<file path="config.mk">
export PLATFORM = sky130hd
export DESIGN_NAME = serial_2_parallel
export DESIGN_NICKNAME = d
export VERILOG_FILES = /design/src/rtl/serial_2_parallel.sv
export SDC_FILE = /design/constraint.sdc
export NUM_CORES = 1
export LEC_CHECK = 0
export ABC_AREA = 1
export CAP_MARGIN = 20
export CORE_MARGIN = 2
export CORE_UTILIZATION = 50
export DETAILED_ROUTE_END_ITERATION = 8
export GPL_ROUTABILITY_DRIVEN = 0
export GPL_TIMING_DRIVEN = 0
export PLACE_DENSITY = 0.78
export SLEW_MARGIN = 5
export SYNTH_ARGS = -nofsm -noshare
export SYNTH_HDL_FRONTEND = slang
export SYNTH_SLANG_ARGS = --single-unit
</file>
<file path="constraint.sdc">
create_clock -name spi_sck -period 1.6 [get_ports spi_sck]
set_input_delay 0.24 -clock spi_sck [delete_from_list [all_inputs] [get_ports spi_sck]]
set_output_delay 0.24 -clock spi_sck [all_outputs]
set_load 0.01 [all_outputs]
</file>
<file path="src/rtl/serial_2_parallel.sv">
// rtl/serial_2_parallel.sv - MSB-first serial-to-parallel receiver with valid/ack handshake
//
// Purpose: collects DATA_WIDTH serial bits from Filter_Input on posedge spi_sck
// and presents each completed word on parallel_data, held under a valid/ack handshake.
// Optional feature macro: S2P_OVERRUN_EN enables the sticky overrun flag and overrun_clr.
//
// Ports:
//   spi_sck       in   serial clock, all state updates on posedge
//   rst           in   asynchronous active-high reset
//   Filter_Input  in   serial data, MSB first
//   frame_sync    in   marks this edge's bit as MSB of a new word
//   data_ack      in   consumer accepts the current word
//   overrun_clr   in   clears the sticky overrun flag
//   parallel_data out  last completed word
//   data_valid    out  parallel_data holds an unacknowledged word
//   overrun       out  sticky: a word completed while the previous was unacknowledged
module serial_2_parallel #(
  parameter int DATA_WIDTH = 16
) (
  input  logic                  spi_sck,
  input  logic                  rst,
  input  logic                  Filter_Input,
  input  logic                  frame_sync,
  input  logic                  data_ack,
  input  logic                  overrun_clr,
  output logic [DATA_WIDTH-1:0] parallel_data,
  output logic                  data_valid,
  output logic                  overrun
);

  localparam int CW = (DATA_WIDTH > 2) ? $clog2(DATA_WIDTH) : 1;
  localparam logic [CW-1:0] LAST_BIT = CW'(DATA_WIDTH - 1);

  logic [DATA_WIDTH-1:0] shift_reg_q, shift_reg_d;
  logic [CW-1:0]         bit_cnt_q, bit_cnt_d;
  logic [DATA_WIDTH-1:0] parallel_data_q, parallel_data_d;
  logic                  data_valid_q, data_valid_d;
  logic                  overrun_q, overrun_d;

  logic [DATA_WIDTH-1:0] shifted;
  logic                  complete;
  logic                  overrun_event;

  always_comb begin
    shifted       = {shift_reg_q[DATA_WIDTH-2:0], Filter_Input};
    shift_reg_d   = shifted;
    bit_cnt_d     = bit_cnt_q + CW'(1);
    complete      = 1'b0;

    // frame_sync restarts the word with this edge's bit as MSB and
    // suppresses any completion that would otherwise land here.
    if (frame_sync) begin
      shift_reg_d = {{(DATA_WIDTH-1){1'b0}}, Filter_Input};
      bit_cnt_d   = CW'(1);
    end else if (bit_cnt_q == LAST_BIT) begin
      complete  = 1'b1;
      bit_cnt_d = '0;
    end

    parallel_data_d = complete ? shifted : parallel_data_q;

    // A completion keeps valid high even when acked on the same edge,
    // because the ack retires the old word and the new one takes its place.
    if (complete) begin
      data_valid_d = 1'b1;
    end else if (data_ack) begin
      data_valid_d = 1'b0;
    end else begin
      data_valid_d = data_valid_q;
    end

    overrun_event = complete & data_valid_q & ~data_ack;

`ifdef S2P_OVERRUN_EN
    // Set wins over clear on the same edge.
    if (overrun_event) begin
      overrun_d = 1'b1;
    end else if (overrun_clr) begin
      overrun_d = 1'b0;
    end else begin
      overrun_d = overrun_q;
    end
`else
    overrun_d = 1'b0;
`endif
  end

`ifndef S2P_OVERRUN_EN
  logic unused_overrun_inputs;
  assign unused_overrun_inputs = overrun_clr ^ overrun_event;
`endif

  always_ff @(posedge spi_sck or posedge rst) begin
    if (rst) begin
      shift_reg_q     <= '0;
      bit_cnt_q       <= '0;
      parallel_data_q <= '0;
      data_valid_q    <= 1'b0;
      overrun_q       <= 1'b0;
    end else begin
      shift_reg_q     <= shift_reg_d;
      bit_cnt_q       <= bit_cnt_d;
      parallel_data_q <= parallel_data_d;
      data_valid_q    <= data_valid_d;
      overrun_q       <= overrun_d;
    end
  end

  assign parallel_data = parallel_data_q;
  assign data_valid    = data_valid_q;
  assign overrun       = overrun_q;

endmodule

</file>
=== After elaboration in Yosys (flattened, before gate mapping) ===
Cells that the tools add are included.

* Word-level logic and storage cells: 14
* Bits in registers: 36
* Bits of input ports: 6
* Output and inout port bits: 18

* Reduce and logical (&&, ||, !) cells: 1
* Equal/unequal tests: 1
* $add $sub $neg: 1
* Mux-type cells: 7

{| class="wikitable"
|+ Operator list
! kind !! number
|-
| $mux W15 || 1
|-
| $mux W4 || 2
|-
| $add A4 B1 Y4 const B || 1
|-
| $eq A4 B4 Y1 const B || 1
|-
| $mux W1 || 4
|-
| $reduce_bool A2 Y1 || 1
|}

=== Logic depth before layout (Yosys ltp) ===
* Word-level depth: 4
* Gate-level depth with buffers: 7
* Mapped depth without buffers: 6

=== Least setup slack after synthesis ===
No wires, ideal clock.

* Path kind: register to register
* From: reg bit_cnt_q[0]
* To: reg parallel_data_q[0], in the netlist parallel_data[0]
* Data required time: 1483 ps
* Clock period less this slack: 1209 ps
* Slack: 391 ps
* Stages on the path, launching flop included: 8
* Arrival time: 1092 ps
* Library setup time: 117 ps
* Buffers on the path: 1
* Cells stage by stage: dfrtp_1 ha_1 nand2_2 nor2_8 nand2_4 buf_6 nand2_1 nand2_1

* Cells in the longest elaborated chain, start to end: 3

{| class="wikitable"
|+ Ends and longest elaborated chain
! what !! RTL line !! source
|-
| start: declaration || 35 || <nowiki>logic [CW-1:0] bit_cnt_q, bit_cnt_d;</nowiki>
|-
| start signal: assignment || 102 || <nowiki>bit_cnt_q <= bit_cnt_d;</nowiki>
|-
| $eq A4 B4 Y1 || 55 || <nowiki>end else if (bit_cnt_q == LAST_BIT) begin</nowiki>
|-
| $mux W1 || 55 ||
|-
| $mux W1 || 52 || <nowiki>if (frame_sync) begin</nowiki>
|-
| end signal: assignment || 103 || <nowiki>parallel_data_q <= parallel_data_d;</nowiki>
|-
| end: declaration || 36 || <nowiki>logic [DATA_WIDTH-1:0] parallel_data_q, parallel_data_d;</nowiki>
|}

Every way passes these cells.
A chain may end at the register's enable or synchronous reset.

=== Final worst setup path ===
* From: reg parallel_data_q[7], in the netlist parallel_data[7]
* To: out parallel_data[7]

{| class="wikitable"
|+ RTL lines
! what !! RTL line !! source
|-
| end: declaration || 26 || <nowiki>output logic [DATA_WIDTH-1:0] parallel_data,</nowiki>
|}

No word-level cell between the ends.

==> flow_metrics.py <==
metrics = {
    "drt": {
        "vias_per_cell": 4.92,
        "ant_nets": 0,
        "drt_iter0_markers": 18,
        "wl_per_cell_um": 12.4,
        "drtPass1Iterations": 4,
        "drc": 0,
        "vias": 974,
        "drt-total-wl_um": 2450,
    },
    "timing": {
        "drv_slew": 0,
        "grt_setup_unrepaired": "no",
        "finalHoldViolCount": 0,
        "finalSetupViolCount": 0,
        "relSlewSlack_pct": 56.0,
        "fin_crit_sh_pct": 92.9,
        "fmax_ghz": 0.673,
        "tightest_slew_ns": 0.659,
        "fin_crit_ns": 1.49,
        "finalClockSkew_ns": 0.0149,
        "final.setup.worst_slack_ns": 0.113,
        "fin_hold_ws_ns": 0.155,
    },
    "final_layout": {
        "nets": 174,
        "post-route-util_pct": 66.7,
        "drive_gt1_share_pct": 10.1,
        "n_antenna_cell": 0,
        "areaGrowthSynthToFinish_pct": 23.6,
        "stdcell_area_um2": 1700,
    },
    "synth": {
        "synthTopCellsByArea": "dfrtp_1 66%, nand2_1 9.6%, nand3_1 5.8%",
        "ys.flop_type": "dfrtp_1",
        "synth_edf_count": 0,
        "synth_seq_area_share_pct": 65.6,
        "netlist.area_leader.share_pct": 65.6,
        "synth_warnings": 0,
        "syn_area_um2": 1370,
        "ys_ff_latch": 36,
        "synth_cell_types": 19,
        "yosysTopAreaCell": "dfrtp_1",
        "postSynthCellCount": 139,
        "synthArstFlopShare_pct": 100,
        "syn_area_per_cell_um2": 9.87,
        "syn_nets": 146,
        "yosysMostFrequentCell": "dfrtp_1",
        "netlist_top_cells_count": "36 x dfrtp_1, 35 x nand2_1, 18 x inv_1",
    },
    "floorplan": {
        "core.rowCount": 18,
        "die_h_um": 56.4,
        "start_util_pct": 53.9,
        "die_x_um": 56.4,
        "io_pins": 24,
        "die_area_um2": 3180,
        "core-area_um2": 2540,
    },
    "clock_tree": {
        "clk_path_buf_depth": 2,
        "clk-insertion-delay-late_ns": 0.33,
        "cts-root-buf": "clkbuf_4",
        "clkTransAtPathRegs_ns": 0.11,
        "h-tree-depth": 2,
        "cts_sinks": 36,
        "cts_setup_buffers": 0,
        "cts_tree": "yes",
        "cts_buffers": 5,
        "cts_hold_buf": 0,
        "post_cts_resized": 0,
    },
    "setup_path": {
        "critPathTopFamily": "buffers and inverters",
        "regToRegSetupSlack_ns": 0.22,
        "end_kind": "primary output",
        "worstSetupStartpointType": "register",
        "crit_path_top_delay_cell": "clkdlybuf4s50_1",
        "cp.arrival_ns": 1.25,
        "cp.required_ns": 1.36,
        "crit_type": "register to primary output",
        "cp_max_fo": 2,
        "worst-r2r-cell-count": 7,
        "critPathBufInv": 1,
        "cp_cell_sequence": "clkdlybuf4s50_1",
        "cp_slowest_stage_delay_ns": 0.54,
        "worst_r2r_endpoint": "parallel_data[9]$_DFFE_PP0P_",
        "regToRegStartpoint": "bit_cnt_q[0]$_DFF_PP0_",
    },
    "global_route": {
        "grt_use_total_pct": 18.2,
        "grt_pass1_wl_um": 4310,
        "antenna_found_initial": 0,
        "grt_pass1_vias": 983,
        "overflow": 0,
        "grt_max_degree": 23,
    },
    "pwr": {
        "clock_power_share_pct": 32.6,
        "p_seq_share_pct": 61.8,
        "combPwrFrac_pct": 5.6,
        "irDropWorstVdd_v": 0.000729,
        "swShare_pct": 22.7,
        "power.density_nw_per_um2": 894,
        "leakagePower_nw": 0.898,
        "switchingPower_mw": 0.344,
        "internal_power_mw": 1.17,
    },
    "job": {
        "maxCapViolations": 0,
    },
    "place": {
        "place_area_um2": 1640,
        "post-dp-hpwl_um": 1730,
        "post-place-ws_ns": 0.254,
        "portBuffers": 20,
    },
    "run_status": {
        "status": "finished, final reports clean",
    },
    "worst_hold_path": {
        "hold_path_depth": 2,
        "hold_start": "frame_sync",
        "holdPathEnd": "shift_reg_q[14]$_DFF_PP0_",
        "holdCritPathClass": "primary input to register",
    },
}
## cells in the final DEF (no fill, tap or decap), types with 2 or more instances in the layout
cell type,instances
clkbuf_1,3
nand3_1,16
inv_1,18
clkbuf_4,5
buf_2,2
dfrtp_1,36
clkdlybuf4s50_1,20
buf_4,2
nor2_1,16
nand2_1,35
o21ai_0,3
## final cells by class
| cell class | instances | area (um^2) |
|---|---|---|
| Fill cell | 202 | 848 |
| Clock buffer | 8 | 58.8 |
| Multi-Input combinational cell | 78 | 360 |
| Sequential cell | 36 | 901 |
| Tap cell | 30 | 37.5 |
| Timing Repair Buffer | 21 | 228 |
| Inverter | 19 | 71.3 |
| Buffer | 6 | 40.0 |
## power by group through the flow
stage | Clock, mW | Sequential [mW] | Combinational [mW]
2_1_floorplan | 0 | 0.953 | 0.0510
3_3_place_gp | 0 | 0.954 | 0.0740
3_5_place_dp | 0 | 0.955 | 0.0863
4_1_cts | 0.512 | 0.937 | 0.0867
5_1_grt | 0.550 | 0.940 | 0.0974
6_report | 0.494 | 0.938 | 0.0851
## cells by family after synthesis
kind of cell	share of synthesized area, %
AND/OR/NAND/NOR	23.0
flip-flops	65.6
buffers and inverters	8.11
AO/OA/AOI/OAI	2.10
adder cells (fa/ha/maj)	0.911
other	0.273
## metal layers
layer	GRT usage (%)	vias up	part of all wire, %
met5	0	-	0
met4	11.2	0	2.4
met3	4.61	5	4.2
met2	27.4	20	49
met1	23.5	474	44
li1	-	475	-
## flip-flops by register name, indices dropped and copies added, names as in the netlist
signal	count
parallel_data	16
bit_cnt_q	4
shift_reg_q	15
data_valid	1
## through the flow
stage	setup TNS, ns	cells	total power [mW]
after floorplan	0	139	1.00
after detailed placement	0	190	1.04
final	0	198	1.52
after CTS	0	198	1.54
after global routing	0	198	1.59
after global placement	-5.19	189	1.03
## how the worst max path moves through the flow
| stage | startpoint | endpoint | slack, ns | cells past startpoint |
|---|---|---|---|---|
| final | parallel_data[7]$_DFFE_PP0P_ | parallel_data[7] | 0.11 | 1 |
| after global routing | parallel_data[13]$_DFFE_PP0P_ | parallel_data[13] | 0.06 | 1 |
| after CTS | parallel_data[1]$_DFFE_PP0P_ | parallel_data[1] | 0.09 | 1 |
| after detailed placement | bit_cnt_q[0]$_DFF_PP0_ | parallel_data[9]$_DFFE_PP0P_ | 0.25 | 7 |
| after global placement | rst | shift_reg_q[5]$_DFF_PP0_ | -0.15 | 2 |
| after floorplan | bit_cnt_q[0]$_DFF_PP0_ | parallel_data[0]$_DFFE_PP0P_ | 0.39 | 7 |
Power figures use the tool's default switching activity.
